$ cat src/rtl/axi_read_arbiter.sv
// rtl/axi_read_arbiter.sv - two-requester arbiter sharing one AXI read AR/R channel pair
//
// Purpose: arbitrates instruction fetch (requester 0) and data load (requester 1)
// onto a single AXI read port, one fixed-length INCR burst at a time, and steers
// every returned beat to the requester that owns the burst in flight.
//
// Ports:
//   clk, reset          clock and asynchronous active-low reset
//   rq_valid[1:0]       request strobes (bit 0 fetch, bit 1 load)
//   rq_addr0, rq_addr1  request addresses
//   rq_ready[1:0]       one-hot accept strobe
//   rsp_valid[1:0]      one-hot beat strobe to the burst owner
//   rsp_data            beat data (shared)
//   rsp_last, rsp_err   final beat of burst, burst error (valid with rsp_last)
//   m_axi_ar*           AXI read address channel (master side)
//   m_axi_r*            AXI read data channel (master side)

module axi_read_arbiter #(
  parameter int ID_WIDTH   = 13,
  parameter int ADDR_WIDTH = 64,
  parameter int DATA_WIDTH = 64,
  parameter int BURST_LEN  = 8
) (
  input  logic                  clk,
  input  logic                  reset,
  input  logic [1:0]            rq_valid,
  input  logic [ADDR_WIDTH-1:0] rq_addr0,
  input  logic [ADDR_WIDTH-1:0] rq_addr1,
  output logic [1:0]            rq_ready,
  output logic [1:0]            rsp_valid,
  output logic [DATA_WIDTH-1:0] rsp_data,
  output logic                  rsp_last,
  output logic                  rsp_err,
  output logic [ID_WIDTH-1:0]   m_axi_arid,
  output logic [ADDR_WIDTH-1:0] m_axi_araddr,
  output logic [7:0]            m_axi_arlen,
  output logic [2:0]            m_axi_arsize,
  output logic [1:0]            m_axi_arburst,
  output logic                  m_axi_arvalid,
  input  logic                  m_axi_arready,
  input  logic [ID_WIDTH-1:0]   m_axi_rid,
  input  logic [DATA_WIDTH-1:0] m_axi_rdata,
  input  logic [1:0]            m_axi_rresp,
  input  logic                  m_axi_rlast,
  input  logic                  m_axi_rvalid,
  output logic                  m_axi_rready
);

  localparam logic [7:0] LAST_BEAT = 8'(BURST_LEN - 1);

  typedef enum logic [1:0] {
    S_IDLE,
    S_ADDR,
    S_DATA
  } state_t;

  state_t     state, state_next;
  logic       owner;
  logic       prio;
  logic [7:0] beat_cnt;
  logic       err_flag;

  logic       winner;
  logic       accept;
  logic       beat_err;
  logic       burst_end;

  assign m_axi_arid    = {{(ID_WIDTH-1){1'b0}}, owner};
  assign m_axi_arlen   = LAST_BEAT;
  assign m_axi_arsize  = 3'd3;
  assign m_axi_arburst = 2'b01;

  // Protocol check on the beat currently presented; only meaningful in DATA.
  assign beat_err = (m_axi_rresp != 2'b00)
                  | (m_axi_rid != m_axi_arid)
                  | ( m_axi_rlast & (beat_cnt != LAST_BEAT))
                  | (~m_axi_rlast & (beat_cnt == LAST_BEAT));

  always_ff @(posedge clk or negedge reset) begin
    if (!reset) begin
      state <= S_IDLE;
    end else begin
      state <= state_next;
    end
  end

  always_comb begin
    state_next   = state;
    rq_ready     = 2'b00;
    rsp_valid    = 2'b00;
    rsp_data     = '0;
    rsp_last     = 1'b0;
    rsp_err      = 1'b0;
    m_axi_rready = 1'b0;
    accept       = 1'b0;
    burst_end    = 1'b0;

    // A lone request wins outright; a tie goes to whichever side prio names.
    winner = prio;
    if (rq_valid == 2'b01) begin
      winner = 1'b0;
    end else if (rq_valid == 2'b10) begin
      winner = 1'b1;
    end

    case (state)
      S_IDLE: begin
        // Gated by reset so no accept strobe leaks out while held in reset.
        if (reset && (rq_valid != 2'b00)) begin
          accept           = 1'b1;
          rq_ready[winner] = 1'b1;
          state_next       = S_ADDR;
        end
      end
      S_ADDR: begin
        if (m_axi_arvalid && m_axi_arready) begin
          state_next = S_DATA;
        end
      end
      S_DATA: begin
        m_axi_rready     = 1'b1;
        rsp_valid[owner] = m_axi_rvalid;
        rsp_data         = m_axi_rdata;
        rsp_last         = m_axi_rvalid & m_axi_rlast;
        rsp_err          = rsp_last & (err_flag | beat_err);
        if (m_axi_rvalid && m_axi_rlast) begin
          burst_end  = 1'b1;
          state_next = S_IDLE;
        end
      end
      default: begin
        state_next = S_IDLE;
      end
    endcase
  end

  always_ff @(posedge clk or negedge reset) begin
    if (!reset) begin
      owner         <= 1'b0;
      prio          <= 1'b0;
      m_axi_arvalid <= 1'b0;
      m_axi_araddr  <= '0;
      beat_cnt      <= 8'd0;
      err_flag      <= 1'b0;
    end else begin
      if (accept) begin
        owner         <= winner;
        m_axi_arvalid <= 1'b1;
        // Bursts always start on a 64-byte line boundary.
        m_axi_araddr  <= (winner ? rq_addr1 : rq_addr0) & ~ADDR_WIDTH'(6'h3f);
      end else if (m_axi_arvalid && m_axi_arready) begin
        m_axi_arvalid <= 1'b0;
      end

      if (burst_end) begin
        prio     <= ~owner;
        beat_cnt <= 8'd0;
        err_flag <= 1'b0;
      end else if ((state == S_DATA) && m_axi_rvalid) begin
        // Saturate so an over-long burst cannot wrap back onto LAST_BEAT.
        if (beat_cnt != 8'hff) begin
          beat_cnt <= beat_cnt + 8'd1;
        end
        if (beat_err) begin
          err_flag <= 1'b1;
        end
      end
    end
  end

endmodule

$ cat config.mk
export PLATFORM = sky130hd
export DESIGN_NAME = axi_read_arbiter
export DESIGN_NICKNAME = d
export VERILOG_FILES = /design/src/rtl/axi_read_arbiter.sv
export SDC_FILE = /design/constraint.sdc
export NUM_CORES = 1
export LEC_CHECK = 0
export BUFFER_PORTS_ARGS = -buffer_cell sky130_fd_sc_hd__buf_4
export CORE_AREA = 2 2 145 147
export CTS_BUF_LIST = sky130_fd_sc_hd__clkbuf_2 sky130_fd_sc_hd__clkbuf_4 sky130_fd_sc_hd__clkbuf_8
export DETAILED_ROUTE_END_ITERATION = 16
export DIE_AREA = 0 0 147 149
export GPL_ROUTABILITY_DRIVEN = 1
export PLACE_DENSITY_LB_ADDON = 0.2
export SLEW_MARGIN = 10
export SYNTH_ARGS = -nofsm -noshare
export SYNTH_HDL_FRONTEND = slang
export SYNTH_SLANG_ARGS = --single-unit
$ cat constraint.sdc
create_clock -name clk -period 1.5 [get_ports clk]
set_input_delay 0.225 -clock clk [delete_from_list [all_inputs] [get_ports clk]]
set_output_delay 0.225 -clock clk [all_outputs]
set_load 0.005 [all_outputs]
==> metrics.md <==
| Metric | Value |
|---|---|
| Hold Crit Class | input pin to flop |
| Ports | 376 |
| Async set-reset flop share out of synthesis | 100.0% |
| Number of global-route vias before repair | 4495 |
| Clk sinks | 72 |
| Total of max-cap violations | 0 |
| Average instance area after synthesis | 9.107 µm² |
| CTS max path bufs | 2 |
| Crit Path Category | flop to primary output |
| Core Area | 0.02056 mm² |
| Unique masters post-synth | 39 |
| Commonest non-fill, non-tap cell in the layout | buf_4 |
| Top FF cell, synth | dfrtp_1 |
| Total GRT Usage | 16.08% |
| Status | complete, but fails checks |
| Worst vdd ir | 0.0005006 V |
| Critical path's slowest cell | or4_4 |
| Startpoint types | flop |
| Pwr dens | 1323 mW/mm² |
| Final Hold Fails | 0 |
| DRT antenna net count | 0 |
| CTS Buf Count | 9 |
| Number of flops mapped to enable cells by yosys | 0 |
| Reg power frac | 28.4% |
| Via Count | 4728 |
| RSZ-0062 raised after global routing | true |
| Post-synthesis instance total | 452 |
| Global-route wire length before repair | 26480 µm |
| Starting Density | 20.02% |
| CTS tree | built |
| CTS clk-pin slew, worst paths | 0.10 ns |
| Endpoint type of the worst setup path | primary output |
| Power Internal | 0.007655 W |
| Setup WS pre-CTS | -0.2954 ns |
| Clk pwr share | 12.7% |
| P_leak | 4.514 nW |
| Row cnt | 53 |
| # diodes | 0 |
| I/O Buffers | 332 |
| WL/cell | 17.17 µm |
| Share of cells above drive strength 1 | 65.89% |
| Final core utilization | 43.20% |
| Die span in y | 149 µm |
| Slowest Stage Delay on Critical Path | 0.54 ns |
| Synth warn | 0 |
| Violated checks | negative setup slack |
| Final slew viol count | 0 |
| Worst Path Arrival | 1.94 ns |
| Final Setup Violations | 135 |
| Post-Syn Area | 0.004116 mm² |
| Vias per inst | 4.169 |
| Fmax | 461.6 MHz |
| H-tree levels | 3 |
| Final min period | 2.166 ns |
| P&R area growth vs syn | 115.7% |
| Initial drt markers | 118 |
| Combinational cell fraction of total power | 58.9% |
| Worst EP required | 1.27 ns |
| Total grt overflow | 0 |
| Fin crit share | 144.4% |
| Most frequent cells in the layout | buf_4, buf_6, dfrtp_1, mux2i_1, and2_4 |
| CP Cell Sequence | or4_4, o31a_1, nor4_4, nor2_1, buf_4 |
| Dpl hpwl | 13810 µm |
| Initial antenna violation count | 1 |
| Setup WS post-layout | -0.6662 ns |
| # nets final | 1069 |
| Sw frac | 34.86% |
| Worst Clk Skew | 0.02089 ns |
| Routed WL | 19470 µm |
| Seq cells post-synth | 72 |
| Worst skew pair latency | 0.37 ns |
| Crit Path Max Fanout | 2 |
| P_sw | 0.004096 W |
| Root buffer cell | clkbuf_8 |
| Gpl congestion | 0.7594 |
| Sequential share of the synthesized area | 43.77% |
| Die width | 147 µm |
| Design Power | 0.01175 W |
| Die ar. | 0.02190 mm² |
| Residual DRC | 0 |
| Initial DRT Pass Iterations | 4 |
| Largest net degree at the start of global routing | 68 |
## sequential cells by signal, indices dropped and copies added (netlist names)
name           cells
state              2
m_axi_arvalid      1
prio               1
owner              1
beat_cnt           8
err_flag           1
m_axi_araddr      58
## final cells by class
type,count,area [µm²]
clock buffer,11,145.1
clock inverter,5,40.04
fill,2074,11680
inverter,4,17.52
multi-input combinational,343,2499
sequential,72,1803
tap,275,344.1
timing repair buffer,424,4033
## stage by stage
| step | area (µm²) | hold WS (ns) | instances | setup TNS [ns] |
|---|---|---|---|---|
| 2_1_floorplan | 4225 | -0.07059 | 481 | -0.3126 |
| 3_3_place_gp | 7112 | 0.07094 | 1069 | -0.4847 |
| 3_5_place_dp | 7112 | 0.07019 | 1069 | -0.5357 |
| 4_1_cts | 7931 | 0.1127 | 1112 | -30.88 |
| 5_1_grt | 8881 | 0.1193 | 1134 | -49.32 |
| 6_report | 8881 | 0.1181 | 1134 | -39.50 |
## critical path, delay by kind of cell, from the launching register on
kind | cells | cell delay, ns
AO/OA/AOI/OAI | 1 | 0.29
buffers and inverters | 1 | 0.14
flip-flops | 1 | 0.38
AND/OR/NAND/NOR | 3 | 0.77
## synth_stat cells (2+ instances only)
master,n,share of area [%]
a21oi_1,5,0.61
and2_1,66,10
buf_2,9,1.1
buf_4,32,5.8
clkbuf_1,19,1.7
conb_1,2,0.18
dfrtp_1,72,44
inv_1,4,0.36
mux2i_1,58,14
nand2_1,69,6.3
nand2b_1,3,0.46
nand3_1,3,0.36
nand4_1,2,0.30
nor2_1,11,1.0
nor3_1,3,0.36
nor4_1,4,0.61
o211ai_1,2,0.36
o21ai_0,65,7.9
or3_1,3,0.46
## cells by family after synthesis
kind of cell    Yosys count  synth area share, %
compound gates           78                10.00
xor+xnor                  2               0.4256
fa+ha+maj                 2               0.5471
buf+inv                  66                9.392
flops                    72                43.77
mux                      58                14.10
other cells               2               0.1824
simple gates            172                21.58
## power by group through the flow
stage | clock [W] | combinational (W) | sequential [W]
final | 0.00149 | 0.00692 | 0.00334
after global routing | 0.00165 | 0.00746 | 0.00347
after CTS | 0.00156 | 0.00569 | 0.00325
after detailed placement | 0 | 0.00473 | 0.00325
after global placement | 0 | 0.00474 | 0.00323
after floorplan | 0 | 0.00178 | 0.00329
## path summary, 6_finish.rpt
kind / slack, ns / startpoint / cells past startpoint / endpoint
worst max-delay path: -0.67 / beat_cnt[4]$_DFFE_PN0P_ / 5 / rsp_err
worst min-delay path: 0.12 / rq_addr0[8] / 3 / m_axi_araddr[8]$_DFFE_PN0P_
worst max register to register: -0.29 / state[0]$_DFFE_PN0P_ / 10 / m_axi_araddr[28]$_DFFE_PN0P_
worst min register to register: 0.48 / m_axi_araddr[30]$_DFFE_PN0P_ / 2 / m_axi_araddr[30]$_DFFE_PN0P_
max in group asynchronous: 0.38 / reset / 3 / m_axi_araddr[60]$_DFFE_PN0P_
min in group asynchronous: 0.37 / reset / 2 / prio$_DFFE_PN0P_
## timing repair
item,in CTS,in global routing
pin swaps,21,67
setup endpoints to repair,98,138
hold buffers,2,0
hold endpoints to repair,54,0
gates cloned,7,12
buffers inserted,20,16
gates resized for setup,104,214
## layer usage
layer | global-route usage [%] | wire [µm] | up-vias | share of wire [%]
li1 | - | - | 2266 | -
met1 | 17.97 | 7361 | 2202 | 38
met2 | 29.13 | 10020 | 235 | 51
met3 | 5.933 | 1739 | 23 | 8.9
met4 | 3.894 | 332 | 2 | 1.7
met5 | 0 | 13 | - | 0.067
No activity file was read; power rests on OpenSTA's default activity.
